<file path="config.mk">
export PLATFORM = sky130hd
export DESIGN_NAME = ram_fifo_ctrl
export DESIGN_NICKNAME = d
export VERILOG_FILES = /design/src/rtl/ram_fifo_ctrl.sv
export SDC_FILE = /design/constraint.sdc
export NUM_CORES = 1
export LEC_CHECK = 0
export CAP_MARGIN = 20
export CORE_MARGIN = 2
export CORE_UTILIZATION = 39
export DETAILED_ROUTE_END_ITERATION = 16
export PLACE_DENSITY = 0.85
export SLEW_MARGIN = 5
export SYNTH_ARGS = -nofsm -noshare
export SYNTH_HDL_FRONTEND = slang
export SYNTH_SLANG_ARGS = --single-unit
</file>
<file path="constraint.sdc">
create_clock -name clk -period 5 [get_ports clk]
set_input_delay 1.25 -clock clk [delete_from_list [all_inputs] [get_ports clk]]
set_output_delay 1.25 -clock clk [all_outputs]
set_load 0.02 [all_outputs]
</file>
<file path="src/rtl/ram_fifo_ctrl.sv">
// ram_fifo_ctrl
// FIFO controller that keeps its storage in an external simple dual-port RAM.
// It owns the read/write pointers, the occupancy count, the full/empty flags
// and sticky overflow/underflow flags. It drives the RAM write port directly
// from accepted pushes and the RAM read port from accepted pops. The RAM
// returns read data one cycle after the read request, so rd_valid is a
// one-cycle-delayed copy of the accepted pop.
//
// Ports
//   clk, rst                   clock, synchronous active-high reset
//   in_valid, in_data          push request and data
//   in_ready                   push can be accepted (!full)
//   rd_en                      pop request
//   rd_data, rd_valid          popped data, valid for one cycle after a pop
//   full, empty, count         occupancy status (count ranges 0..DEPTH)
//   ovf_err, udf_err           sticky push-when-full / pop-when-empty flags
//   ram_port_en_0, ram_wr_en   RAM write-port enables
//   ram_addr_0, ram_data_in    RAM write address and data
//   ram_port_en_1, ram_addr_1  RAM read-port enable and address
//   ram_data_out_1             RAM read data (registered inside the RAM)
module ram_fifo_ctrl #(
    parameter int DW    = 8,
    parameter int AW    = 4,
    parameter int DEPTH = 16
) (
    input  logic          clk,
    input  logic          rst,
    input  logic          in_valid,
    input  logic [DW-1:0] in_data,
    output logic          in_ready,
    input  logic          rd_en,
    output logic [DW-1:0] rd_data,
    output logic          rd_valid,
    output logic          full,
    output logic          empty,
    output logic [AW:0]   count,
    output logic          ovf_err,
    output logic          udf_err,
    output logic          ram_port_en_0,
    output logic          ram_wr_en,
    output logic [AW-1:0] ram_addr_0,
    output logic [DW-1:0] ram_data_in,
    output logic          ram_port_en_1,
    output logic [AW-1:0] ram_addr_1,
    input  logic [DW-1:0] ram_data_out_1
);

    localparam logic [AW:0]   COUNT_FULL = (AW+1)'(DEPTH);
    localparam logic [AW:0]   COUNT_ZERO = {(AW+1){1'b0}};
    localparam logic [AW:0]   COUNT_ONE  = {{AW{1'b0}}, 1'b1};
    localparam logic [AW-1:0] PTR_ZERO   = {AW{1'b0}};
    localparam logic [AW-1:0] PTR_ONE    = {{(AW-1){1'b0}}, 1'b1};

    logic [AW-1:0] wr_ptr_r;
    logic [AW-1:0] rd_ptr_r;
    logic [AW:0]   count_r;
    logic          rd_valid_r;
    logic          ovf_r;
    logic          udf_r;

    logic          full_s;
    logic          empty_s;
    logic          push_acc_s;
    logic          pop_acc_s;

    // Occupancy flags and request acceptance. Reset forces the FIFO to look
    // empty and not full, and blocks every RAM access, even before the
    // registers have actually been cleared by the reset edge.
    always_comb begin
        full_s     = 1'b0;
        empty_s    = 1'b1;
        push_acc_s = 1'b0;
        pop_acc_s  = 1'b0;
        if (rst) begin
            full_s     = 1'b0;
            empty_s    = 1'b1;
            push_acc_s = 1'b0;
            pop_acc_s  = 1'b0;
        end else begin
            full_s     = (count_r == COUNT_FULL);
            empty_s    = (count_r == COUNT_ZERO);
            // A pop while empty or a push while full is refused, which also
            // resolves simultaneous push/pop at those two boundaries.
            push_acc_s = in_valid & ~full_s;
            pop_acc_s  = rd_en & ~empty_s;
        end
    end

    // Pointers, occupancy, read-valid pipeline stage and sticky error flags.
    always_ff @(posedge clk) begin
        if (rst) begin
            wr_ptr_r   <= PTR_ZERO;
            rd_ptr_r   <= PTR_ZERO;
            count_r    <= COUNT_ZERO;
            rd_valid_r <= 1'b0;
            ovf_r      <= 1'b0;
            udf_r      <= 1'b0;
        end else begin
            // Pointers are AW bits and DEPTH is 2**AW, so they wrap naturally.
            if (push_acc_s) begin
                wr_ptr_r <= wr_ptr_r + PTR_ONE;
            end
            if (pop_acc_s) begin
                rd_ptr_r <= rd_ptr_r + PTR_ONE;
            end
            case ({push_acc_s, pop_acc_s})
                2'b10:   count_r <= count_r + COUNT_ONE;
                2'b01:   count_r <= count_r - COUNT_ONE;
                default: count_r <= count_r;
            endcase
            // The RAM answers one cycle after the read request.
            rd_valid_r <= pop_acc_s;
            if (in_valid & full_s) begin
                ovf_r <= 1'b1;
            end
            if (rd_en & empty_s) begin
                udf_r <= 1'b1;
            end
        end
    end

    assign in_ready      = ~full_s;
    assign full          = full_s;
    assign empty         = empty_s;
    assign count         = count_r;
    assign ovf_err       = ovf_r;
    assign udf_err       = udf_r;
    assign rd_valid      = rd_valid_r;
    assign rd_data       = ram_data_out_1;

    assign ram_port_en_0 = push_acc_s;
    assign ram_wr_en     = push_acc_s;
    assign ram_addr_0    = wr_ptr_r;
    assign ram_data_in   = in_data;
    assign ram_port_en_1 = pop_acc_s;
    assign ram_addr_1    = rd_ptr_r;

endmodule

</file>
==> run metrics, run 1 <==
status finished, final reports clean; Post-Place Worst Slack 624.2 ps; most frequent cells in the layout clkdlybuf4s50_1 (25), nor2_1 (18), dfxtp_1 (16); Cell Pwr Density 307.2 mW/mm^2; Vias/cell 5.048; full die area 0.002860 sq mm; final setup margin 634.0 ps; Crit-path slowest cell clkdlybuf4s50_1; Ys Warns 0; port bufs 25; largest net degree at the start of global routing 13; GP Congestion 0.6983; Post-Synth Simple-Gate Area 17.43%; # resized after CTS 0; clk slew on worst S/H paths 90 ps; Syn Area/Cell 8.840 sq um; Post-Route WL 1.847 mm; Hold Fails Final Rpt 0; XOR/XNOR share of the synthesized area 7.339%; gr ovfl total 0; DRT Pass-1 Iters 4; CTS root buf clkbuf_4; Final period util 87.32%; Worst VDD drop 0.0002385 V; total track usage 14.89%; max-slew violations 0; clock network power share 24.1%; Rel. slew slack 48.20%; Die Height 53.48 um; CTS tree built; CTS sink cnt 16; sw frac 32.46%; fill count 233; mux share of post-synthesis cell area 3.145%; WP data arrival 3120 ps; HPWL after DPL 1.464 mm; clk buf depth 2; final setup vio count 0; largest family of logic cells by synthesized area buffers and inverters; Antenna Violating Nets Remaining 0; Max FO, Critical Path 3; 1st-iter DRT viols 12; Worst path max stage delay 620 ps; synthesis-stage register bit count 16; r2r worst-path depth 9; required time worst endpoint 3750 ps; Initial Util 42.34%; Worst Setup End Kind output pin; clk_skew 3.286 ps; Die W 53.48 um; Combinational Power Share 32.2%; TNS Setup 0 ps; CTS Hold Buffers Added 0; Top Ports 58; Max H-tree Level 1; P_sw 0.0001129 W; EDFF count, synth 0; Site Rows 17; diodes inserted 0; Lkg Pwr 0.4753 nW; share of layout cells above drive strength 1 8.547%; vias in the first global route 743; RSZ-0062 raised after global routing no; ys flop type dfxtp_1; Synth Net Count 135; critical-path cell list clkdlybuf4s50_1 -> inv_1 -> a21oi_1 -> or2b_2 -> inv_1 -> clkdlybuf4s50_1; via count 732; fmax 229.0 MHz; Hold Path Cell Cnt 2; Yosys cell types 29; min cycle time layout 4366 ps; Flop pwr share 43.6%; CP Launch Type input port; Slew @ Worst Pin 770.0 ps; CTS Buf Count 3; commonest non-fill, non-tap cell in the layout clkdlybuf4s50_1; initial antenna violation count 0; first-pass GRT wire length 3.187 mm; internal power 0.0002349 W; Clock Latency Late Sink 280 ps; Mapped Cells 108; # DRC 0; maxcap violations 0; Syn-to-layout area delta 18.61%; kind of critical path input port to output pin; Cell Area, Synth 954.7 sq um; WL per Instance 12.74 um; register area share after synthesis 33.55%; min-delay worst type register to register; core area 0.002255 sq mm; Synth Area in Compound Gates 10.75%; post-CTS setup buffers 0; Synth Area in Adders 9.961%; Synth async-reset ratio 0%; Nets 145
[registers in the layout (all words and copies together) (netlist names)]
| signal | cells |
|---|---|
| ovf_err | 1 |
| rd_valid | 1 |
| ram_addr_1 | 4 |
| ram_addr_0 | 4 |
| count | 5 |
| udf_err | 1 |
[path summary, 6_finish.rpt]
path | start | endpoint | slack [ps]
min reg2reg | udf_err | udf_err | 480
min | udf_err | udf_err | 480
max | in_valid | ram_port_en_0 | 630
max reg2reg | count[0] | count[4] | 1860
[cell usage after synthesis (3+ instances only)]
cell type / n / share of area (%)
a21oi_1: 7 / 3.7
dfxtp_1: 16 / 34
ha_1: 6 / 7.9
buf_4: 17 / 13
inv_1: 5 / 2.0
xor2_1: 4 / 3.7
mux2i_1: 3 / 3.1
xnor2_1: 4 / 3.7
nor2_1: 18 / 7.1
[metrics by stage]
step	utilization (%)	instance area (sq um)	total power, W	instances	hold WS [ps]
final	50.22	1132	0.0003478	145	483.8
after global routing	50.22	1132	0.0003672	145	503.8
after CTS	50.22	1132	0.0003508	145	488.6
after detailed placement	48.61	1096	0.0002670	141	460.8
after global placement	48.61	1096	0.0002621	141	453.8
after floorplan	-	954.7	0.0002429	108	570.1
[cell type report]
class                   instances  area [sq um]  share of cell area (%)
inverters                       5         18.77                   1.657
multi-input cells              66         464.2                   40.99
repair buffers                 26         257.7                   22.76
clock buffers                   4         36.28                   3.204
flip-flops and latches         16         320.3                   28.29
well taps                      28         35.03                   3.094
[per-layer routing]
| metal | routed length (um) | global-route usage [%] |
|---|---|---|
| met1 | 767 | 16.81 |
| met2 | 928 | 26.75 |
| met3 | 115 | 3.955 |
| met4 | 36 | 4.701 |
| met5 | 0 | 0 |
[worst max-delay path: cells and delay by family]
family | cells | cell delay [ps]
buffers and inverters | 4 | 1260
AO/OA/AOI/OAI | 1 | 260
AND/OR/NAND/NOR | 1 | 340
[cells by family (layout without fill, tap and decap cells)]
family | after synthesis | count (layout)
buf+inv | 26 | 35
mux | 3 | 3
fa+ha+maj | 7 | 7
compound gates | 15 | 15
xor+xnor | 8 | 8
flops | 16 | 16
simple gates | 33 | 33
[power by group through the flow]
stage / sequential (W) / clock, W / combinational (W)
after floorplan: 0.000165 / 0 / 0.0000779
after global placement: 0.000154 / 0 / 0.000108
after detailed placement: 0.000155 / 0 / 0.000112
after CTS: 0.000152 / 0.0000860 / 0.000113
after global routing: 0.000155 / 0.0000907 / 0.000122
final: 0.000152 / 0.0000839 / 0.000112
Note: power is estimated with default switching activity, not from simulation.
==> run 2, diff against run 1 <==
--- a/config.mk
+++ b/config.mk
@@ -7,9 +7,9 @@
 export LEC_CHECK = 0
 export CAP_MARGIN = 20
 export CORE_MARGIN = 2
-export CORE_UTILIZATION = 39
+export CORE_UTILIZATION = 33
 export DETAILED_ROUTE_END_ITERATION = 16
-export PLACE_DENSITY = 0.85
+export PLACE_DENSITY = 0.76
 export SLEW_MARGIN = 5
 export SYNTH_ARGS = -nofsm -noshare
 export SYNTH_HDL_FRONTEND = slang
==> constraint.sdc (replaced) <==
create_clock -name clk -period 3.8 [get_ports clk]
set_input_delay 0.95 -clock clk [delete_from_list [all_inputs] [get_ports clk]]
set_output_delay 0.95 -clock clk [all_outputs]
set_load 0.02 [all_outputs]
==> run 2 against run 1 <==
Total power grew 25%. First-iteration DRC count grew 50%. Non-clock buffer count grew 1. Largest power group unchanged. Critical path depth is the same. Sequential power grew 32%. Highest routed layer unchanged. Utilization shrank 9.3 points. Global-route usage shrank 3.2 points. Count of clock-buffer cells in the layout shrank 1. Setup slack lost 420 ps. Routed wire length shrank 4.5%. Sequential share of layout area grew 0.063 points.
==> run metrics, run 2 (synthesized netlist as in run 1, its figures left out) <==
CTS Hold Buffers Added 0; largest net degree at the start of global routing 18; fin util 40.97%; Initial Util 34.62%; TNS Setup 0 ps; Hold Fails Final Rpt 0; fill count 267; max reg flops 5; clk_skew 0.8049 ps; required time worst endpoint 2850 ps; clk slew on worst S/H paths 90 ps; internal power 0.0002886 W; WL per Instance 11.91 um; sw frac 33.65%; clk buf depth 2; first-pass GRT wire length 3.029 mm; Max H-tree Level 1; # DRC 0; Syn-to-layout area delta 18.35%; Top Ports 58; core area 0.002758 sq mm; Antenna Violating Nets Remaining 0; total track usage 11.65%; # resized after CTS 0; CP Launch Type input port; post-CTS setup buffers 0; Placed Area 0.001107 sq mm; GP Congestion 0.7742; CTS sink cnt 16; Max FO, Critical Path 3; P_sw 0.0001464 W; Combinational Power Share 34.0%; Post-Route WL 1.763 mm; Die Height 57.79 um; CTS tree built; via count 728; Cell Pwr Density 385.0 mW/mm^2; Worst Setup End Kind output pin; status finished, final reports clean; full die area 0.003339 sq mm; multi-input logic area 464.2 sq um; DRT Pass-1 Iters 4; Layout Cells excl Fill 148; Rel. slew slack 54.88%; Nets 146; most frequent cells in the layout clkdlybuf4s50_1 (25), nor2_1 (18), dfxtp_1 (16); min-delay worst type register to register; vias in the first global route 711; fin area 0.001130 sq mm; Flop pwr share 45.9%; Lkg Pwr 0.4729 nW; gr ovfl total 0; diodes inserted 0; Vias/cell 4.919; CTS Buf Count 3; WP data arrival 2640 ps; initial antenna violation count 0; Slew @ Worst Pin 670.6 ps; min cycle time layout 3587 ps; HPWL after DPL 1.357 mm; Die W 57.79 um; fmax 278.8 MHz; DP Cell Count 145; Worst VDD drop 0.0002137 V; RSZ-0062 raised after global routing no; Final period util 94.39%; Register Area 320.3 sq um; Site Rows 19; clock network power share 20.1%; kind of critical path input port to output pin; port bufs 25; final setup margin 213.2 ps; share of layout cells above drive strength 1 8.547%; maxcap violations 0; commonest non-fill, non-tap cell in the layout clkdlybuf4s50_1; max-slew violations 0; Clock Latency Late Sink 280 ps; final setup vio count 0; CTS root buf clkbuf_4; 1st-iter DRT viols 18; Post-Place Worst Slack 207.7 ps
run 2: changes by cell type in the layout (fill, tap and decap cells not counted):
cell | before | now
clkbuf_8 | 1 | 0
buf_4 | 1 | 2
run 2: cell type report:
cell class              count  share of cell area, %
well taps                  31                  3.433
flip-flops and latches     16                  28.35
repair buffers             27                  23.48
clock buffers               3                  1.993
inverters                   5                  1.661
multi-input cells          66                  41.09
run 2: final timing paths:
| kind | startpoint | to | slack [ps] | depth (start not counted) |
|---|---|---|---|---|
| min reg2reg | ovf_err | ovf_err | 490 | 2 |
| max reg2reg | count[3] | count[4] | 880 | 9 |
| min | ovf_err | ovf_err | 490 | 2 |
| max | in_valid | ram_port_en_0 | 210 | 6 |
run 2: power groups by stage:
stage / Sequential (W) / Combinational (W) / Clock (W)
floorplan: 0.000217 / 0.000102 / 0
global placement: 0.000202 / 0.000145 / 0
detailed placement: 0.000203 / 0.000147 / 0
CTS: 0.000200 / 0.000149 / 0.0000917
global route: 0.000203 / 0.000162 / 0.0000993
finish: 0.000200 / 0.000148 / 0.0000875
run 2: per-stage QoR:
stage / hold WS [ps] / power [W]
2_1_floorplan: 570.1 / 0.0003196
5_1_grt: 521.8 / 0.0004643
6_report: 489.6 / 0.0004350
4_1_cts: 490.4 / 0.0004403
3_3_place_gp: 454.8 / 0.0003470
3_5_place_dp: 468.9 / 0.0003501
run 2: worst max-delay path, stage by stage:
cell and delay [ps]:
clkdlybuf4s50_1 470, inv_1 70, a21oi_1 150, or2b_2 320, inv_1 70, clkdlybuf4s50_1 600
run 2: layer usage:
layer	part of all wire (%)	global-route usage [%]
met5	0	0
met4	2.5	6.645
met3	6.5	2.902
met2	45	18.67
met1	46	14.17
